File: src/rtl/sdp_select_pipe_pkg.sv
// Shared definitions for the select/shift datapath family.
//   SAT_TRUNC / SAT_CLAMP : narrowing mode constants (SAT parameter values)
//   fits_signed()         : narrowing helper shared by every narrowing block
package sdp_select_pipe_pkg;

  localparam int SAT_TRUNC   = 0;
  localparam int SAT_CLAMP   = 1;

  // Widest source the helper can inspect. Callers zero-extend into this width.
  localparam int NARROW_MAXW = 128;
  localparam int NARROW_IW   = $clog2(NARROW_MAXW);

  // Returns 1 when the low 'width' bits of v, read as a signed value, can be
  // represented in 'owidth' signed bits. That holds exactly when bits
  // [width-1:owidth-1] are all copies of the sign bit.
  function automatic logic fits_signed(input logic [NARROW_MAXW-1:0] v,
                                       input int width, input int owidth);
    logic ok;
    logic sgn;
    ok  = 1'b1;
    sgn = v[NARROW_IW'(width-1)];
    for (int i = 0; i < NARROW_MAXW; i++)
      if (i >= owidth-1 && i < width) ok = ok & (v[NARROW_IW'(i)] == sgn);
    return ok;
  endfunction

endpackage

File: src/rtl/sdp_narrow.sv
// Combinational narrowing from WIDTH to OWIDTH bits.
//   din  : WIDTH-bit signed source
//   dout : OWIDTH-bit result; low bits (SAT_TRUNC) or signed-saturated (SAT_CLAMP)
module sdp_narrow
  import sdp_select_pipe_pkg::*;
#(
  parameter int WIDTH  = 64,
  parameter int OWIDTH = 32,
  parameter int SAT    = SAT_TRUNC
) (
  input  logic [WIDTH-1:0]  din,
  output logic [OWIDTH-1:0] dout
);

  logic              fits;
  logic [OWIDTH-1:0] smin;

  assign fits = fits_signed(NARROW_MAXW'(din), WIDTH, OWIDTH);

  always_comb begin
    smin             = '0;
    smin[OWIDTH-1]   = 1'b1;
    dout             = din[OWIDTH-1:0];
    if (SAT == SAT_CLAMP && !fits)
      dout = din[WIDTH-1] ? smin : ~smin;
  end

endmodule

File: src/rtl/sdp_select_pipe.sv
// Two-stage add/compare/select/shift pipeline with valid/ready on both sides.
//   CLK, RST            : clock, synchronous active-high reset
//   in_valid/in_ready   : input handshake for a, b, c (WIDTH-bit signed)
//   out_valid/out_ready : output handshake for x, z (OWIDTH bits), lt, eq
// Stage 1 registers the selected g/h plus compare flags; stage 2 shifts by
// the flags, narrows and registers into the outputs.
module sdp_select_pipe
  import sdp_select_pipe_pkg::*;
#(
  parameter int WIDTH  = 64,
  parameter int OWIDTH = 32,
  parameter int SAT    = SAT_TRUNC
) (
  input  logic              CLK,
  input  logic              RST,
  input  logic              in_valid,
  output logic              in_ready,
  input  logic [WIDTH-1:0]  a,
  input  logic [WIDTH-1:0]  b,
  input  logic [WIDTH-1:0]  c,
  output logic              out_valid,
  input  logic              out_ready,
  output logic [OWIDTH-1:0] x,
  output logic [OWIDTH-1:0] z,
  output logic              lt,
  output logic              eq
);

  typedef struct packed {
    logic [WIDTH-1:0] g;
    logic [WIDTH-1:0] h;
    logic             lt;
    logic             eq;
  } s1_t;

  // vld_pipe[1] = stage-1 valid, vld_pipe[2] = output valid
  logic [2:1]        vld_pipe;
  s1_t               s1_n, s1_q;
  logic [WIDTH-1:0]  d, e, f;
  logic [WIDTH-1:0]  xs, zs;
  logic [OWIDTH-1:0] xn, zn;
  logic              out_adv, s1_adv;

  assign out_adv   = !vld_pipe[2] || out_ready;
  assign s1_adv    = !vld_pipe[1] || out_adv;
  assign in_ready  = s1_adv;
  assign out_valid = vld_pipe[2];

  // Stage 1: wrap-around arithmetic, signed compare, select
  always_comb begin
    d       = a + b;
    e       = a + c;
    f       = a - b;
    s1_n.lt = $signed(d) < $signed(e);
    s1_n.eq = (d == e);
    s1_n.g  = s1_n.lt ? e : d;
    s1_n.h  = s1_n.eq ? f : s1_n.g;
  end

  // Stage 2: shift amounts are the 1-bit flags, so only 0 or 1
  always_comb begin
    xs = s1_q.h << s1_q.lt;
    zs = $signed(s1_q.g) >>> s1_q.eq;
  end

  sdp_narrow #(.WIDTH(WIDTH), .OWIDTH(OWIDTH), .SAT(SAT)) u_nx (.din(xs), .dout(xn));
  sdp_narrow #(.WIDTH(WIDTH), .OWIDTH(OWIDTH), .SAT(SAT)) u_nz (.din(zs), .dout(zn));

  // Each stage loads only when it advances, which keeps stalled outputs stable.
  always_ff @(posedge CLK) begin
    if (RST) begin
      vld_pipe <= '0;
      s1_q     <= '0;
      x        <= '0;
      z        <= '0;
      lt       <= 1'b0;
      eq       <= 1'b0;
    end else begin
      if (s1_adv) begin
        vld_pipe[1] <= in_valid;
        s1_q        <= s1_n;
      end
      if (out_adv) begin
        vld_pipe[2] <= vld_pipe[1];
        x           <= xn;
        z           <= zn;
        lt          <= s1_q.lt;
        eq          <= s1_q.eq;
      end
    end
  end

endmodule

File: config.mk
export PLATFORM = sky130hd
export DESIGN_NAME = sdp_select_pipe
export DESIGN_NICKNAME = d
export VERILOG_FILES = /design/src/rtl/sdp_select_pipe_pkg.sv /design/src/rtl/sdp_narrow.sv /design/src/rtl/sdp_select_pipe.sv
export SDC_FILE = /design/constraint.sdc
export NUM_CORES = 1
export LEC_CHECK = 0
export BUFFER_PORTS_ARGS = -buffer_cell sky130_fd_sc_hd__buf_2
export CAP_MARGIN = 20
export CORE_MARGIN = 4
export CORE_UTILIZATION = 35
export CTS_BUF_LIST = sky130_fd_sc_hd__clkbuf_8
export CTS_CLUSTER_DIAMETER = 40
export DETAILED_ROUTE_END_ITERATION = 10
export MAX_ROUTING_LAYER = met4
export PLACE_DENSITY_LB_ADDON = 0.2
export SETUP_SLACK_MARGIN = 0.1
export SLEW_MARGIN = 20
export SYNTH_ARGS = -nofsm -noshare
export SYNTH_HDL_FRONTEND = slang
export SYNTH_SLANG_ARGS = --single-unit
File: constraint.sdc
create_clock -name CLK -period 6.4 [get_ports CLK]
set_input_delay 0 -clock CLK [delete_from_list [all_inputs] [get_ports CLK]]
set_output_delay 0 -clock CLK [all_outputs]
set_load 0.02 [all_outputs]
==> results of run 1 <==
path summary, 6_finish.rpt:
kind	end
min reg2reg	eq
max reg2reg	s1_q[3]
max	s1_q[17]
min	vld_pipe[1]
per-stage QoR:
step,setup WS (ns),instances,power (mW),hold slack [ns],utilization [%]
6_report,0.3871,3087,4.542,0.05227,40.40
5_1_grt,0.1813,3087,4.879,0.04961,40.40
4_1_cts,0.3097,3079,4.536,0.02509,40.34
3_5_place_dp,-0.3600,3045,3.775,0.2364,39.40
3_3_place_gp,-0.2807,3045,3.729,0.2241,39.40
2_1_floorplan,1.526,2251,2.936,0.1207,-
critical path: cells and delay by family:
family	cells	cell delay, ns
compound gates	13	3.23
simple gates	6	1.52
fa+ha+maj	3	0.90
buf+inv	4	0.53
xor+xnor	1	0.14
registers in the layout, summed over array words and instances, names as in the netlist:
| signal | count |
|---|---|
| s1_q | 67 |
| x | 32 |
| z | 32 |
| vld_pipe | 2 |
| eq | 1 |
| lt | 1 |
placed cells by master, fill, tap and decap left out, types with 7 or more instances in the layout:
cell / n
a211o_1: 8
a21oi_1: 217
or3_1: 12
mux2i_1: 86
o31ai_1: 21
nand2b_1: 29
nand3_1: 49
o21ai_0: 78
ha_1: 221
nor2b_1: 28
o21ai_1: 47
nand2_1: 120
nor2_1: 249
o21a_1: 20
nand4_1: 46
nor4_1: 14
xnor2_1: 100
and3_1: 17
a221o_1: 8
dfxtp_1: 133
xor2_1: 41
inv_1: 109
clkbuf_8: 17
nor3b_1: 7
a211oi_1: 108
a31oi_1: 17
buf_2: 262
buf_4: 43
diode_2: 8
o211ai_1: 15
o21bai_1: 34
a21o_1: 84
nor3_1: 51
kinds of logic after synthesis:
family	after synthesis	share of synthesized area, %
simple gates	667	19.18
xor+xnor	141	7.349
fa+ha+maj	224	16.81
compound gates	751	29.65
buf+inv	245	5.673
mux	88	5.257
flops	135	16.08
power groups by stage:
stage | clock network (mW) | registers, mW | logic (mW)
global placement | 0 | 1.27 | 2.46
detailed placement | 0 | 1.27 | 2.50
floorplan | 0 | 1.27 | 1.67
global route | 0.803 | 1.28 | 2.79
CTS | 0.768 | 1.25 | 2.52
finish | 0.751 | 1.25 | 2.54
layout make-up:
| type | count | area share (%) |
|---|---|---|
| repair buffers | 310 | 8.904 |
| flip-flops and latches | 135 | 14.05 |
| diodes | 8 | 0.1040 |
| inverters | 116 | 2.262 |
| multi-input cells | 1871 | 68.47 |
| clock buffers | 17 | 1.215 |
| clock inverters | 15 | 0.9944 |
| well taps | 615 | 3.997 |
metal layers:
metal,part of all wire (%),track usage [%],vias to the layer above
met3,5.9,3.495,82
li1,-,-,8699
met1,48,33.24,8178
met4,2.5,5.739,0
met5,0,-,-
met2,44,37.38,528
what timing repair did:
item	CTS	global route
hold endpoints to repair	5	0
setup buffers	0	0
hold buffers	2	0
endpoints found under the setup margin	1	8
gates resized for setup	1	1
==> flow_summary.ini, run 1 <==
[pwr]
cell_internal_pwr_mw = 2.500
ir_worst_vdd_mv = 0.1132
swShare_pct = 44.95
leakage_nw = 8.815
p_seq_share_pct = 27.5
combinationalPowerShare_pct = 55.9
power.share.clock_pct = 16.5
power.switching_mw = 2.042
power.density_nw_per_um2 = 235.9

[floorplanning]
die_y_um = 227.1
fp.coreArea_sq_um = 47650
start_util_pct = 35.27
die_x_um = 227.1
pin_count = 264
rows = 80
die_area_sq_um = 51580

[synth]
yosysWarnings = 0
syn_avg_cell_area_sq_um = 7.466
yosysTopAreaCellShare_pct = 16.45
synth_top_cell_by_area = ha_1
synth_cells = 2251
synth_edf_count = 0
synthMostInstantiatedCell = nor2_1
seq_area_frac_synth_pct = 16.08
syn_nets = 2671
synthArstFlopShare_pct = 0
synthFlopType = dfxtp_1
synth_area_sq_um = 16800
synth_commonest_cells = nor2_1, ha_1, a21oi_1, dfxtp_1, nand2_1
synth-seq-cells = 135
ys_types = 91
netlist_top_cells_area = ha_1, dfxtp_1, a21oi_1

[timing]
fin_tns_setup_ns = 0
period_share_pct = 93.95
setup_viol = 0
finalHoldViolCount = 0
relSlewSlack_pct = 33.51
tightest_slew_ns = 0.9973
grt_setup_unrepaired = false
drv_slew = 0
fin_worst_skew_ns = 0.01579
max_freq_mhz = 166.3
fin_crit_ns = 6.013

[global_routing]
grt_pass1_vias = 16660
grt_pass1_wl_um = 95760
grt_usage_pct = 24.10
grt.overflow.total = 0
antenna_found_initial = 9
grt_max_degree = 104

[worst_setup_path]
reg2reg_depth = 8
crit_required_ns = 6.71
r2r-start = vld_pipe[2]
cp.arrival_ns = 6.32
reg2reg_slack_ns = 3.80
cp_max_fo = 22
crit_top_cell = a21oi_1
startpoint = a[0]
cpMaxStageDelayCell = nor4bb_4
cp-start-kind = input pin
crit_type = in2reg
max_stage_delay_ns = 0.47
cp-end-kind = flip-flop

[detailed_routing]
first_pass_iters = 5
drc = 0
via_count = 17490
drt_iter0_drc = 1171
wire_per_inst_um = 20.53
routed_wl_um = 63390
ant_nets = 0
viasPerCell = 5.665

[hold_path]
hold_class = in2reg
holdPathStages = 2
hp-start = RST

[finish]
multi_input_area_sq_um = 13180
nFillCells = 5022
syn_to_final_growth_pct = 14.56
fin_area_sq_um = 19250
drive_gt1_share_pct = 15.63
layout.area.seq_sq_um = 2705
layout.nets = 2871

[place]
port_buffers = 263
dpl.hpwl_um = 53880
placed_cell_area_sq_um = 18770
gp_congestion = 0.9583

[clock_tree]
cts.clk_slew.worst_paths_ns = 0.09
clock_latency_ns = 0.43
clock_sinks = 135
clock_path_buffers = 2
cts_tree = built
cts_root_buf = clkbuf_8
cts_inserted_buffers = 17
cts-htree-levels = 4

[outcome]
status = finished, final reports clean

[run]
cap_violations = 0
Note: power is estimated with default switching activity, not from simulation.
==> inputs of run 2 (changes only) <==
Settings changed: GPL_TIMING_DRIVEN set to 0.
==> run 2 against run 1 <==
- critical path depth decreased by 1
- highest routed layer unchanged
- cell area increased by 1.3%
- register-to-register slack got worse by 0.07 ns
- worst setup slack got worse by 0.058 ns
- sequential power decreased by 3%
- final cell count increased by 2.9%
- clock power decreased by 2.7%
- sequential cell count unchanged
- sequential share of layout area decreased by 0.20 points
- core utilization increased by 0.54 points
- critical path type unchanged
==> flow_summary.ini, run 2 (synthesis results as in run 1) <==
[worst_setup_path]
cp-end-kind = flip-flop
cp-start-kind = input pin
crit_required_ns = 6.71
crit_type = in2reg
cp_max_fo = 10
cp.arrival_ns = 6.38

[timing]
worst_slack_ns = 0.3286
relSlewSlack_pct = 48.64
fin_crit_ns = 6.071
timing.hold.ws_ns = 0.06514
drv_slew = 0
setup_viol = 0
grt_setup_unrepaired = true
fin_worst_skew_ns = 0.01602
tightest_slew_ns = 0.7511
finalHoldViolCount = 0
period_share_pct = 94.87
max_freq_mhz = 164.7

[pwr]
power.total_mw = 4.534
power.share.clock_pct = 16.1
combinationalPowerShare_pct = 57.2
ir_worst_vdd_mv = 0.1539
cell_internal_pwr_mw = 2.449
power.density_nw_per_um2 = 232.4
swShare_pct = 45.99
leakage_nw = 8.808
power.switching_mw = 2.085
p_seq_share_pct = 26.7

[clock_tree]
clock_path_buffers = 2
cts.clk_slew.worst_paths_ns = 0.08
cts-htree-levels = 4
clock_latency_ns = 0.45
cts_root_buf = clkbuf_8
cts_inserted_buffers = 17
cts_tree = built
clock_sinks = 135

[detailed_routing]
viasPerCell = 5.606
first_pass_iters = 5
drt_iter0_drc = 1129
ant_nets = 0
wire_per_inst_um = 20.41
routed_wl_um = 64820
via_count = 17800
drc = 0

[floorplanning]
start_util_pct = 35.27
rows = 80
die_x_um = 227.1
die_area_sq_um = 51580
fp.coreArea_sq_um = 47650
pin_count = 264
die_y_um = 227.1

[place]
place_ws_ns = -1.135
place_inst = 3129
dpl.hpwl_um = 56170
port_buffers = 263
gp_congestion = 0.9626

[global_routing]
grt_pass1_vias = 16830
antenna_found_initial = 11
grt_pass1_wl_um = 97220
grt_usage_pct = 24.61
grt.overflow.total = 0
grt_max_degree = 17

[run]
cap_violations = 0

[finish]
drive_gt1_share_pct = 14.47
layout_common_cells = buf_2, nor2_1, ha_1
top_regs = s1_q x67, x x32, z x32
nFillCells = 5046
largest_reg_flops = 67
stdcell_count = 3176
syn_to_final_growth_pct = 16.09
layout.area.seq_sq_um = 2703
layout.nets = 2957
regMostFlops = s1_q
multi_input_area_sq_um = 13280
final_common_cell = buf_2

[outcome]
status = finished, final reports clean

[hold_path]
hold_class = in2reg
==> run 2: cell count changes in the layout (fill, tap and decap cells not counted), moves of 4 or more <==
cell / change
clkbuf_1: +101
buf_1: +8
buf_2: +13
buf_4: -39
mux2i_1: -4
==> run 2: cell type report <==
cell class | count | share of cell area (%)
multi-input combinational | 1871 | 68.05
sequential | 135 | 13.85
timing repair buffer | 267 | 6.927
tap | 615 | 3.944
buffer | 129 | 2.707
inverter | 116 | 2.232
clock buffer | 20 | 1.411
clock inverter | 12 | 0.7311
antenna | 11 | 0.1411
==> run 2: repair_timing <==
action                                  4_1_cts  5_1_grt
gates resized for setup                      10       17
pin swaps                                     0        8
hold endpoints to repair                      5        0
endpoints found under the setup margin       67       56
hold buffers                                  2        0
buffers inserted                              0        2
==> run 2: path summary, 6_finish.rpt <==
path                            cells past startpoint  slack (ns)        start        to
worst max-delay path                               26        0.33         a[1]  s1_q[24]
worst min-delay path                                4        0.07          RST  s1_q[98]
worst max register to register                      8        3.73  vld_pipe[2]  s1_q[16]
worst min register to register                      2        0.46         x[0]      x[0]
==> run 2: per-layer routing <==
layer	GRT usage (%)	vias to the layer above	part of all wire [%]
met5	-	-	0
met4	4.431	0	1.6
met3	2.334	56	4.6
met2	40.34	478	47
met1	33.52	8416	47
li1	-	8854	-
==> run 2: through the flow <==
| stage | cell area, sq um | utilization (%) | TNS, ns |
|---|---|---|---|
| 6_report | 19510 | 40.95 | 0 |
| 5_1_grt | 19510 | 40.95 | 0 |
| 4_1_cts | 19400 | 40.71 | 0 |
| 3_5_place_dp | 18890 | 39.65 | -56.40 |
| 3_3_place_gp | 18890 | 39.65 | -56.90 |
| 2_1_floorplan | 16800 | - | 0 |
==> run 2: critical path, stage by stage <==
cell	delay (ns)
buf_2	0.13
inv_1	0.12
fa_1	0.48
o21ba_1	0.20
or4_4	0.45
a311oi_4	0.39
o21ai_1	0.20
a21oi_2	0.30
o2111ai_2	0.25
a21oi_2	0.22
a221o_1	0.18
a21oi_1	0.09
xnor2_1	0.15
ha_1	0.29
nand4_1	0.17
or2_0	0.35
nor4bb_4	0.43
o31ai_1	0.21
a31oi_2	0.30
o31a_1	0.28
buf_2	0.22
clkbuf_4	0.25
mux2i_2	0.30
nor2_1	0.06
a211oi_1	0.26
nor3_1	0.07
==> run 2: power by group through the flow <==
| stage | clock network, mW | registers [mW] | logic [mW] |
|---|---|---|---|
| floorplan | 0 | 1.27 | 1.67 |
| global placement | 0 | 1.22 | 2.49 |
| CTS | 0.738 | 1.21 | 2.55 |
| detailed placement | 0 | 1.23 | 2.52 |
| global route | 0.768 | 1.24 | 2.85 |
| finish | 0.731 | 1.21 | 2.59 |
==> inputs of run 3 (changes only) <==
Settings changed: CORE_UTILIZATION 35 to 60.
==> run 3 against run 2 <==
- worst setup slack lost 0.16 ns
- sequential share of layout area up 0.29 points
- sequential cell count is the same
- clock skew down 0.0090 ns
- cell area decreased by 2.0%
- routed wire length down 7.1%
- combinational power hardly changed
- global-route usage up 13 points
- core utilization rose by 29 points
- critical path type unchanged
- largest power group unchanged
==> flow_summary.ini, run 3 (synthesis results as in run 1) <==
[worst_setup_path]
cp-start-kind = input pin
crit_end = s1_q[32]
cp_num_buf_inv = 6
max_stage_delay_ns = 0.46
crit_required_ns = 6.79
crit_top_cell = buf_2
reg2reg_slack_ns = 3.80
reg2reg_depth = 8
cp.depth = 28
startpoint = a[0]
crit_type = in2reg
cp.arrival_ns = 6.62
cp-end-kind = flip-flop
cpMaxStageDelayCell = or4_4
crit_family = compound AO/OA/AOI/OAI gates
r2r-start = vld_pipe[2]
cp_max_fo = 10
r2r-end = s1_q[16]

[floorplanning]
fp.coreArea_sq_um = 27250
rows = 60
pin_count = 264
die_x_um = 175.4
start_util_pct = 61.67
die_y_um = 175.4
die_area_sq_um = 30750

[pwr]
power.total_mw = 4.466
leakage_nw = 8.812
ir_worst_vdd_mv = 0.1565
power.density_nw_per_um2 = 233.7

[finish]
syn_to_final_growth_pct = 13.73
layout.nets = 2960
fin_area_sq_um = 19110
largest_reg_flops = 67
final_common_cell = buf_2
regMostFlops = s1_q
layout_common_cells = buf_2, nor2_1, ha_1
drive_gt1_share_pct = 14.14
stdcell_count = 2927
top_regs = s1_q x67, x x32, z x32

[global_routing]
grt_pass1_wl_um = 92350
grt_usage_pct = 38.04
grt.overflow.total = 0
met2_usage_pct = 56.10
grt_pass1_vias = 17300
use_met3_pct = 6.672
grt.busiest_layer = met2
antenna_found_initial = 2
grtUsageMet1_pct = 54.31
grt_max_degree = 17

[timing]
grt_setup_unrepaired = false
fin_tns_setup_ns = 0
drv_slew = 0
max_freq_mhz = 160.6
period_share_pct = 97.31
fin_worst_skew_ns = 0.007010
relSlewSlack_pct = 31.94
setup_viol = 0
finalHoldViolCount = 0
tightest_slew_ns = 1.018
fin_crit_ns = 6.228

[clock_tree]
cts.clk_slew.worst_paths_ns = 0.07
cts_inserted_buffers = 17
cts_tree = built
clock_latency_ns = 0.45
clock_sinks = 135
cts_root_buf = clkbuf_8
clock_path_buffers = 2
cts-htree-levels = 4

[detailed_routing]
drc = 0
viasPerCell = 6.463
wire_per_inst_um = 20.58
via_count = 18920
first_pass_iters = 6
ant_nets = 0
drt_iter0_drc = 2140
routed_wl_um = 60240

[place]
placed_cell_area_sq_um = 18590
place_inst = 2886
port_buffers = 263
dpl.hpwl_um = 50440
gp_congestion = 1.028

[hold_path]
hold_class = in2reg

[run]
cap_violations = 0

[outcome]
status = finished, final reports clean
-- run 3: power breakdown --
part	internal, mW	total [mW]	switching, mW	leakage [nW]
Combinational	1.00	2.58	1.58	7.49
Clock	0.356	0.664	0.308	0.208
Sequential	1.05	1.22	0.170	1.12
Total	2.41	4.47	2.05	8.81
-- run 3: what timing repair did --
action / 4_1_cts / 5_1_grt
endpoints found under the hold margin: 5 / 0
hold buffers: 2 / 0
gates resized for setup: 5 / 7
pin swaps: 0 / 6
endpoints found under the setup margin: 44 / 45
buffers inserted: 0 / 5
-- run 3: worst min-delay path: stages --
cell     delay, ns
buf_2         0.12
nor2_1        0.14
nand2_1       0.10
o21ai_1       0.05
-- run 3: metal layers --
metal / part of all wire, % / wire (um) / up-vias
met3: 11 / 6626 / 134
met1: 45 / 26950 / 8814
met5: 0 / 0 / -
li1: - / - / 8824
met2: 42 / 25200 / 1144
met4: 2.4 / 1459 / 0
-- run 3: cell type report --
| class | instances | area, sq um |
|---|---|---|
| Sequential cell | 135 | 2703 |
| Timing Repair Buffer | 270 | 1374 |
| Tap cell | 372 | 465.4 |
| Fill cell | 2296 | 8139 |
| Clock inverter | 13 | 113.9 |
| Clock buffer | 19 | 261.5 |
| Inverter | 116 | 435.4 |
| Antenna cell | 2 | 5.005 |
| Multi-Input combinational cell | 1871 | 13240 |
| Buffer | 129 | 518.0 |
-- run 3: how the worst min path moves through the flow --
stage                     startpoint  slack (ns)          end  cells after the start
after floorplan             in_valid        0.12  vld_pipe[1]                      2
after global placement      in_valid        0.23  vld_pipe[1]                      3
after detailed placement    in_valid        0.24  vld_pipe[1]                      3
after CTS                        RST       0.001     s1_q[98]                      4
after global routing             RST        0.03     s1_q[98]                      4
final                            RST       0.008     s1_q[98]                      4
-- run 3: per-stage QoR --
stage	util (%)	hold WS, ns	setup WS, ns
final	70.13	0.008391	0.1725
after global routing	70.13	0.02637	0.05442
after CTS	69.81	0.001031	0.1383
after detailed placement	68.21	0.2386	-0.5852
after global placement	68.20	0.2321	-0.5065
after floorplan	-	0.1207	1.526
